$ cat src/rtl/pc_sequencer_pkg.sv
// Shared types and constants for the program-counter sequencer.
package pc_sequencer_pkg;

    localparam int unsigned WORD_W = 32;

    localparam logic [WORD_W-1:0] DEF_RESET_PC   = 32'h0000_0000;
    localparam logic [WORD_W-1:0] DEF_EXC_VECTOR = 32'h0000_0080;

    typedef enum logic [1:0] {
        StBoot   = 2'd0,
        StRun    = 2'd1,
        StFlush  = 2'd2,
        StHalted = 2'd3
    } pc_state_e;

endpackage

$ cat src/rtl/pc_next_mux.sv
// Priority select of the next PC: exception vector, jump, branch, PC+4, hold.
// With PC_ALIGN_CHECK_EN a misaligned redirect target becomes an exception.
module pc_next_mux
    import pc_sequencer_pkg::*;
#(
    parameter logic [WORD_W-1:0] EXC_VECTOR = DEF_EXC_VECTOR
) (
    input  logic [WORD_W-1:0] pc,
    input  logic              exception,
    input  logic              jump,
    input  logic [WORD_W-1:0] jump_target,
    input  logic              branch_taken,
    input  logic [WORD_W-1:0] branch_target,
    input  logic              advance,
    output logic [WORD_W-1:0] next_pc,
    output logic              redirect,
    output logic              take_exc
`ifdef PC_ALIGN_CHECK_EN
    ,
    output logic              misaligned
`endif
);

    logic              target_req;
    logic [WORD_W-1:0] sel_target;
    logic [WORD_W-1:0] clean_target;

    assign target_req = jump | branch_taken;
    assign sel_target = jump ? jump_target : branch_target;

`ifdef PC_ALIGN_CHECK_EN
    assign misaligned   = target_req & ~exception & (sel_target[1:0] != 2'b00);
    assign take_exc     = exception | misaligned;
    assign clean_target = sel_target;
`else
    assign take_exc     = exception;
    assign clean_target = sel_target & ~32'h0000_0003;
`endif

    assign redirect = exception | target_req;

    always_comb begin
        next_pc = pc;
        if (take_exc) begin
            next_pc = EXC_VECTOR;
        end else if (target_req) begin
            next_pc = clean_target;
        end else if (advance) begin
            next_pc = pc + 32'd4;
        end
    end

endmodule

$ cat src/rtl/pc_sequencer.sv
// Architectural PC owner and IF-stage fetch sequencer (BOOT/RUN/FLUSH/HALTED).
// Optional macro PC_ALIGN_CHECK_EN traps misaligned redirect targets.
module pc_sequencer
    import pc_sequencer_pkg::*;
#(
    parameter logic [WORD_W-1:0] RESET_PC   = DEF_RESET_PC,
    parameter logic [WORD_W-1:0] EXC_VECTOR = DEF_EXC_VECTOR
) (
    input  logic              clk,
    input  logic              rst,
    input  logic              Stall,
    input  logic              Branch_Taken,
    input  logic [WORD_W-1:0] Branch_Target,
    input  logic              Jump,
    input  logic [WORD_W-1:0] Jump_Target,
    input  logic              Exception,
    input  logic              Halt,
    input  logic              Fetch_Ready,
    output logic [WORD_W-1:0] PC_Out,
    output logic [WORD_W-1:0] PC_Plus4,
    output logic              Fetch_Valid,
    output logic              Flush,
    output logic [WORD_W-1:0] EPC,
    output logic [1:0]        State
`ifdef PC_ALIGN_CHECK_EN
    ,
    output logic              Misaligned
`endif
);

    pc_state_e         state_q;
    logic [WORD_W-1:0] pc_q;
    logic [WORD_W-1:0] epc_q;
    logic              fetch_valid_q;
    logic              flush_q;

    logic              live;
    logic              exc_in;
    logic              jump_in;
    logic              branch_in;
    logic              advance;
    logic [WORD_W-1:0] next_pc;
    logic              redirect;
    logic              take_exc;

    // Redirects only matter once fetching; HALTED listens to exceptions alone.
    assign live      = (state_q == StRun) || (state_q == StFlush);
    assign exc_in    = Exception & (state_q != StBoot);
    assign jump_in   = Jump & live;
    assign branch_in = Branch_Taken & live;
    assign advance   = (state_q == StRun) & fetch_valid_q & Fetch_Ready & ~Stall & ~Halt;

`ifdef PC_ALIGN_CHECK_EN
    logic misaligned;
    logic misaligned_q;
`endif

    pc_next_mux #(
        .EXC_VECTOR (EXC_VECTOR)
    ) u_next_mux (
        .pc            (pc_q),
        .exception     (exc_in),
        .jump          (jump_in),
        .jump_target   (Jump_Target),
        .branch_taken  (branch_in),
        .branch_target (Branch_Target),
        .advance       (advance),
        .next_pc       (next_pc),
        .redirect      (redirect),
        .take_exc      (take_exc)
`ifdef PC_ALIGN_CHECK_EN
        ,
        .misaligned    (misaligned)
`endif
    );

    always_ff @(posedge clk) begin
        if (rst) begin
            state_q       <= StBoot;
            pc_q          <= RESET_PC;
            epc_q         <= '0;
            fetch_valid_q <= 1'b0;
            flush_q       <= 1'b0;
`ifdef PC_ALIGN_CHECK_EN
            misaligned_q  <= 1'b0;
`endif
        end else begin
            pc_q <= next_pc;
            if (take_exc) begin
                epc_q <= pc_q;
            end
`ifdef PC_ALIGN_CHECK_EN
            misaligned_q <= misaligned;
`endif
            case (state_q)
                StBoot: begin
                    state_q       <= StRun;
                    fetch_valid_q <= 1'b1;
                    flush_q       <= 1'b0;
                end
                StRun, StFlush: begin
                    if (redirect) begin
                        state_q       <= StFlush;
                        fetch_valid_q <= 1'b0;
                        flush_q       <= 1'b1;
                    end else if (Halt) begin
                        state_q       <= StHalted;
                        fetch_valid_q <= 1'b0;
                        flush_q       <= 1'b0;
                    end else begin
                        state_q       <= StRun;
                        fetch_valid_q <= 1'b1;
                        flush_q       <= 1'b0;
                    end
                end
                StHalted: begin
                    if (redirect) begin
                        state_q       <= StFlush;
                        fetch_valid_q <= 1'b0;
                        flush_q       <= 1'b1;
                    end
                end
                default: begin
                    state_q       <= StBoot;
                    fetch_valid_q <= 1'b0;
                    flush_q       <= 1'b0;
                end
            endcase
        end
    end

    assign PC_Out      = pc_q;
    assign PC_Plus4    = pc_q + 32'd4;
    assign Fetch_Valid = fetch_valid_q;
    assign Flush       = flush_q;
    assign EPC         = epc_q;
    assign State       = state_q;
`ifdef PC_ALIGN_CHECK_EN
    assign Misaligned  = misaligned_q;
`endif

endmodule

$ cat config.mk
export PLATFORM = sky130hd
export DESIGN_NAME = pc_sequencer
export DESIGN_NICKNAME = d
export VERILOG_FILES = /design/src/rtl/pc_sequencer_pkg.sv /design/src/rtl/pc_next_mux.sv /design/src/rtl/pc_sequencer.sv
export SDC_FILE = /design/constraint.sdc
export NUM_CORES = 1
export LEC_CHECK = 0
export CORE_MARGIN = 2
export CORE_UTILIZATION = 40
export CTS_BUF_LIST = sky130_fd_sc_hd__clkbuf_16
export DETAILED_ROUTE_END_ITERATION = 7
export PLACE_DENSITY = 0.9
export SYNTH_ARGS = -nofsm -noshare
export SYNTH_HDL_FRONTEND = slang
export SYNTH_SLANG_ARGS = --single-unit
$ cat constraint.sdc
create_clock -name clk -period 2.3 [get_ports clk]
set_input_delay 0.23 -clock clk [delete_from_list [all_inputs] [get_ports clk]]
set_output_delay 0.23 -clock clk [all_outputs]
set_load 0.05 [all_outputs]
### After elaboration in Yosys (flattened, before gate mapping)

Index checks and enable logic that the tools add are counted.

* flip-flop bits (word level): 68
* latch bits: 0
* bits in writable memories: 0
* memory bits (read-only): 0
* input bits: 72
* output and inout bits: 100
* word-level logic and storage cells: 46
* memories kept: 0

* add/sub/neg operators: 1
* multiply operators: 0
* div/mod/pow operators: 0
* magnitude comparators: 0
* equality and inequality tests: 4
* shift-type cells: 0
* mux-type cells: 15
* bitwise logic cells: 11
* reduce and logical (&&, ||, !) cells: 8

Operators by type and width (count)
* 32-bit two-way mux: 3
* 32-bit by 3-bit adder with 32-bit output, second input constant: 1
* 8-bit two-way mux: 1
* 1-bit bitwise AND: 7
* 2-bit two-way mux: 3
* 1-bit one-hot mux with 3 select lines: 2
* 2-bit one-hot mux with 3 select lines: 1
* 1-bit two-way mux: 5
* 2-bit equality test, second input constant: 2
* 2-bit nonzero test: 2
* 2-bit OR reduction: 2
* 3-bit nonzero test: 1
* 3-bit OR reduction: 1
* 2-bit by 1-bit equality test with 1-bit output, second input constant: 1
* 2-bit logical NOT: 1
* 2-bit inequality test, second input constant: 1
* 1-bit NOT: 2
* 1-bit OR: 2
* 1-bit logical OR: 1

### Longest topological paths before layout

Gate-level depths: netlist (run 1).

* word-level depth: 8
* depth in mapped cells: 9
* gate-level depth less buffers: 7

### By module

From an unflattened synthesis (run 1), not the netlist that was laid out.

* cells, all modules: 492
* area total of the unflattened synthesis: 4164.0 sq um

By module, submodules not included
* pc_sequencer: times used 1, cells each 290, area each 2822.7 sq um, seq. area each 1361.3 sq um
* pc_next_mux: times used 1, cells each 202, area each 1341.3 sq um, seq. area each 0.0 sq um

### Worst setup path after synthesis (run 1)

Ideal clock, no wire load.

* path kind: reg-to-output
* from: register pc_q[11] (netlist: PC_Out[11])
* to: output PC_Plus4[23]
* data arrival time: 2.692 ns
* required time: 2.070 ns
* path slack: -0.622 ns
* cell stages (with the launch flop): 8
* path buffers: 2
* cells stage by stage: dfxtp_1 buf_2 nand3_1 nor4_4 buf_6 nand2_1 nor2_1 xor2_1

* cells in the longest elaborated chain, start to end: 1

Ends and longest elaborated chain
* from (decl): RTL line pc_sequencer.sv:32 `logic [WORD_W-1:0] pc_q;`
* from (signal assigned): RTL line pc_sequencer.sv:88 `pc_q <= next_pc;`
* 32-bit by 3-bit adder with 32-bit output: RTL line pc_sequencer.sv:133 `assign PC_Plus4 = pc_q + 32'd4;`
* to (decl): RTL line pc_sequencer.sv:20 `output logic [WORD_W-1:0] PC_Plus4,`

Every way passes these cells.

### Worst setup path in the final report (run 1)

* from: register pc_q[9] (netlist: PC_Out[9])
* to: output PC_Plus4[27]

The elaborated chain is that of the path after synthesis.

==> results.json, run 1 <==
{
  "netlist_area_um2": 3760,
  "globalRouteMet1Util": 0.303,
  "peakVddDrop_mv": 0.467,
  "relSlewSlack": 0.649,
  "reg2reg_to": "State[1]$_SDFFE_PP0P_",
  "maxCapViolations": 0,
  "seq_area_frac_synth": 0.340,
  "synth_cell_types": 42,
  "wl_um": 14700,
  "clk_pin_slew_worst_paths_ns": 0.06,
  "rows": 35,
  "path_max_fanout": 6,
  "avgSynthCellArea_um2": 7.38,
  "skew_ns": 0.00571,
  "dp.final_hpwl_um": 10300,
  "regToRegStartpoint": "State[0]$_SDFFE_PP0P_",
  "crit_family": "simple AND/OR/NAND/NOR gates",
  "worstMarginPinSlew_ns": 0.525,
  "die-area_um2": 10200,
  "drv_slew": 0,
  "die_w_um": 101,
  "stdcell_count": 806,
  "hold_depth": 2,
  "vias_per_cell": 5.68,
  "initial_utilization": 0.409,
  "drc_errors": 0,
  "grt_max_degree": 30,
  "postCtsHoldBufs": 0,
  "holdPathEnd": "EPC[4]$_SDFFE_PP0P_",
  "hold_path.startpoint": "EPC[4]$_SDFFE_PP0P_",
  "leakagePower_uw": 0.00257,
  "grt_pass1_wl_um": 21100,
  "first_global_vias": 4291,
  "drive_above_1_share": 0.227,
  "io_buffers": 161,
  "drt_first_pass_iters": 5,
  "clkSinkCount": 64,
  "max_clock_freq_mhz": 437,
  "cp.required_ns": 2.07,
  "holdWs_ns": 0.457,
  "antenna_left": 0,
  "grt_overflow_total": 0,
  "grt_use_met3": 0.0506,
  "clock_latency_ns": 0.33,
  "area_delta_synth_final_pct": 76.1,
  "tns_ns": 0,
  "wl_per_cell_um": 18.3,
  "synth_warnings": 0,
  "crit_type": "reg -> out",
  "dieHeight_um": 101,
  "met2_usage": 0.464,
  "outcome": "finished clean",
  "slowest_stage": "dfxtp_4",
  "worstPathArrival_ns": 2.06,
  "core-area_um2": 9200,
  "ff2ff_path_depth": 7,
  "cts-root-buf": "clkbuf_16",
  "r2r_setup_slack_ns": 0.22,
  "path_cells": "nand4_4 -> nor4_4 -> buf_6 -> nand2_1 -> nor2_2 -> xnor2_2 -> buf_12",
  "clock_path_buffers": 2,
  "antenna_found_initial": 0,
  "busiest_layer": "met2",
  "cts_tree": "done",
  "nFillCells": 648,
  "cts_made_buffers": 9,
  "synth-seq-cells": 64,
  "htreeDepth": 3,
  "setup_viol": 0,
  "hold_viol": 0,
  "grt_usage": 0.266,
  "drtIter0Drc": 313,
  "ioPinCount": 172,
  "min_period_ns": 2.29,
  "synth_cells": 510,
  "rsz0062_at_grt": "yes",
  "power_density_nw_per_um2": 797,
  "gp_congestion": 0.891,
  "hold_path.class": "reg -> reg",
  "crit_path_end_kind": "output pin",
  "path_buf_inv": 2,
  "nets": 767,
  "dp_cells": 768,
  "cp-start-kind": "register",
  "via_count": 4582,
  "fin_crit_sh": 0.995,
  "antenna_cells": 0,
  "slowest_delay_ns": 0.39
}
cell type report:
type                       count  area (um2)  area share
clock buffer                   9         225      0.0340
clock inverter                 7        72.6      0.0109
inverter                       7        26.3     0.00396
multi-input combinational    397        2580       0.389
sequential                    64        1350       0.204
tap                          111         139      0.0210
timing repair buffer         211        2230       0.337
stage by stage:
step / utilization / area [um2] / worst slack (ns) / power [uW]
after floorplan: - / 4090 / -0.191 / 2890
after global placement: 0.661 / 6070 / 0.266 / 3770
after detailed placement: 0.661 / 6070 / 0.219 / 3830
after CTS: 0.701 / 6450 / -0.0137 / 5200
after global routing: 0.721 / 6630 / -0.0516 / 5470
final: 0.721 / 6630 / 0.0107 / 5290
per-layer routing:
metal  share of wire  wire [um]
met1            0.37       5500
met2            0.50       7320
met3           0.087       1280
met4           0.042        613
met5               0          0
what timing repair did:
action | in CTS | in global routing
pin swaps | 6 | 10
resized for setup | 13 | 16
endpoints found under the setup margin | 10 | 15
gates cloned | 0 | 1
setup buffers | 4 | 17
cells by family (layout without fill, tap and decap cells):
group	Yosys count	in the layout	synth area share
and+or+nand+nor	240	240	0.298
AOI/OAI and AO/OA	87	87	0.141
DFF	64	64	0.340
xor gates and xnor gates	56	56	0.130
buffers and inverters	54	234	0.0655
adders and majority gates	5	5	0.0166
muxes	3	3	0.00798
other	1	6	0.000996
worst min-delay path, stage by stage (launching register included):
cell and delay, ns:
dfxtp_1 0.31, nand2_1 0.05, a21oi_1 0.05
layout by cell type, fill, tap and decap left out, types with 17 or more instances in the layout:
| cell type | synthesis | routed |
|---|---|---|
| dfxtp_4 | 0 | 17 |
| buf_12 | 0 | 25 |
| a21oi_1 | 51 | 51 |
| xor2_1 | 29 | 27 |
| clkdlybuf4s50_1 | 0 | 134 |
| nand3_1 | 26 | 23 |
| buf_4 | 7 | 50 |
| nand2_1 | 139 | 134 |
| nor2_1 | 26 | 22 |
| dfxtp_1 | 64 | 42 |
cells in the mapped netlist:
cell	number	area, um2
nor4_4	3	63.8
nand3b_1	2	15.0
buf_2	4	20.0
o21ai_0	2	10.0
nor2_1	26	97.6
ha_1	5	62.6
and2_1	3	18.8
a311oi_1	3	26.3
nand4_4	1	21.3
nand4_1	15	93.8
a221oi_1	4	35.0
nor3_1	6	30.0
a41o_1	1	10.0
buf_1	2	7.51
a211oi_1	15	113
clkbuf_2	4	20.0
conb_1	1	3.75
a2111oi_2	1	15.0
or2_2	2	12.5
buf_6	1	11.3
nor4_2	1	12.5
a31oi_1	3	18.8
nand2b_1	5	31.3
and4_1	1	8.76
mux2i_1	3	30.0
dfxtp_1	64	1280
nand2_1	139	522
clkbuf_1	29	109
a21oi_1	51	255
and3_1	7	43.8
nor2b_1	2	12.5
buf_4	7	52.6
xor2_1	29	254
nand3_1	26	130
o21ai_1	1	5.00
a21o_1	1	7.51
o22ai_1	3	18.8
inv_1	7	26.3
nor4_1	1	6.26
o31ai_1	1	7.51
xnor2_1	27	236
o21a_1	1	7.51
sequential cells by signal, summed over array words and instances (netlist names):
name / count
State: 2
PC_Out: 30
Flush: 1
EPC: 30
Fetch_Valid: 1
where the power goes:
part / total, uW / leakage, uW / internal [uW] / switching, uW
Clock: 1350 / 0.000143 / 838 / 510
Combinational: 2450 / 0.00189 / 983 / 1470
Sequential: 1490 / 0.000535 / 1260 / 228
how the worst max path moves through the flow:
stage                                  from            to  slack, ns  depth (start not counted)
floorplan            PC_Out[7]$_SDFFE_PP0P_  PC_Plus4[23]      -0.19                          7
global placement    PC_Out[10]$_SDFFE_PP0P_  PC_Plus4[30]       0.27                          7
detailed placement   PC_Out[3]$_SDFFE_PP0P_  PC_Plus4[30]       0.22                          7
CTS                  PC_Out[3]$_SDFFE_PP0P_  PC_Plus4[30]      -0.01                          7
global route         PC_Out[9]$_SDFFE_PP0P_  PC_Plus4[21]      -0.05                          7
finish               PC_Out[9]$_SDFFE_PP0P_  PC_Plus4[27]       0.01                          7
No activity file was read; power rests on OpenSTA's default activity.
==> run 2, diff against run 1 <==
--- a/config.mk
+++ b/config.mk
@@ -5,11 +5,14 @@
 export SDC_FILE = /design/constraint.sdc
 export NUM_CORES = 1
 export LEC_CHECK = 0
+export CAP_MARGIN = 0
 export CORE_MARGIN = 2
 export CORE_UTILIZATION = 40
 export CTS_BUF_LIST = sky130_fd_sc_hd__clkbuf_16
+export CTS_CLUSTER_SIZE = 24
 export DETAILED_ROUTE_END_ITERATION = 7
 export PLACE_DENSITY = 0.9
+export SLEW_MARGIN = 5
 export SYNTH_ARGS = -nofsm -noshare
 export SYNTH_HDL_FRONTEND = slang
 export SYNTH_SLANG_ARGS = --single-unit
==> results of run 2 <==
No change in the layout: final DEF, timing and power equal those of run 1.
==> run 3, diff against run 2 <==
--- a/config.mk
+++ b/config.mk
@@ -12,7 +12,7 @@
 export CTS_CLUSTER_SIZE = 24
 export DETAILED_ROUTE_END_ITERATION = 7
 export PLACE_DENSITY = 0.9
-export SLEW_MARGIN = 5
+export SLEW_MARGIN = 10
 export SYNTH_ARGS = -nofsm -noshare
 export SYNTH_HDL_FRONTEND = slang
 export SYNTH_SLANG_ARGS = --single-unit
==> results of run 3 <==
No change in the layout: final DEF, timing and power equal those of run 1.
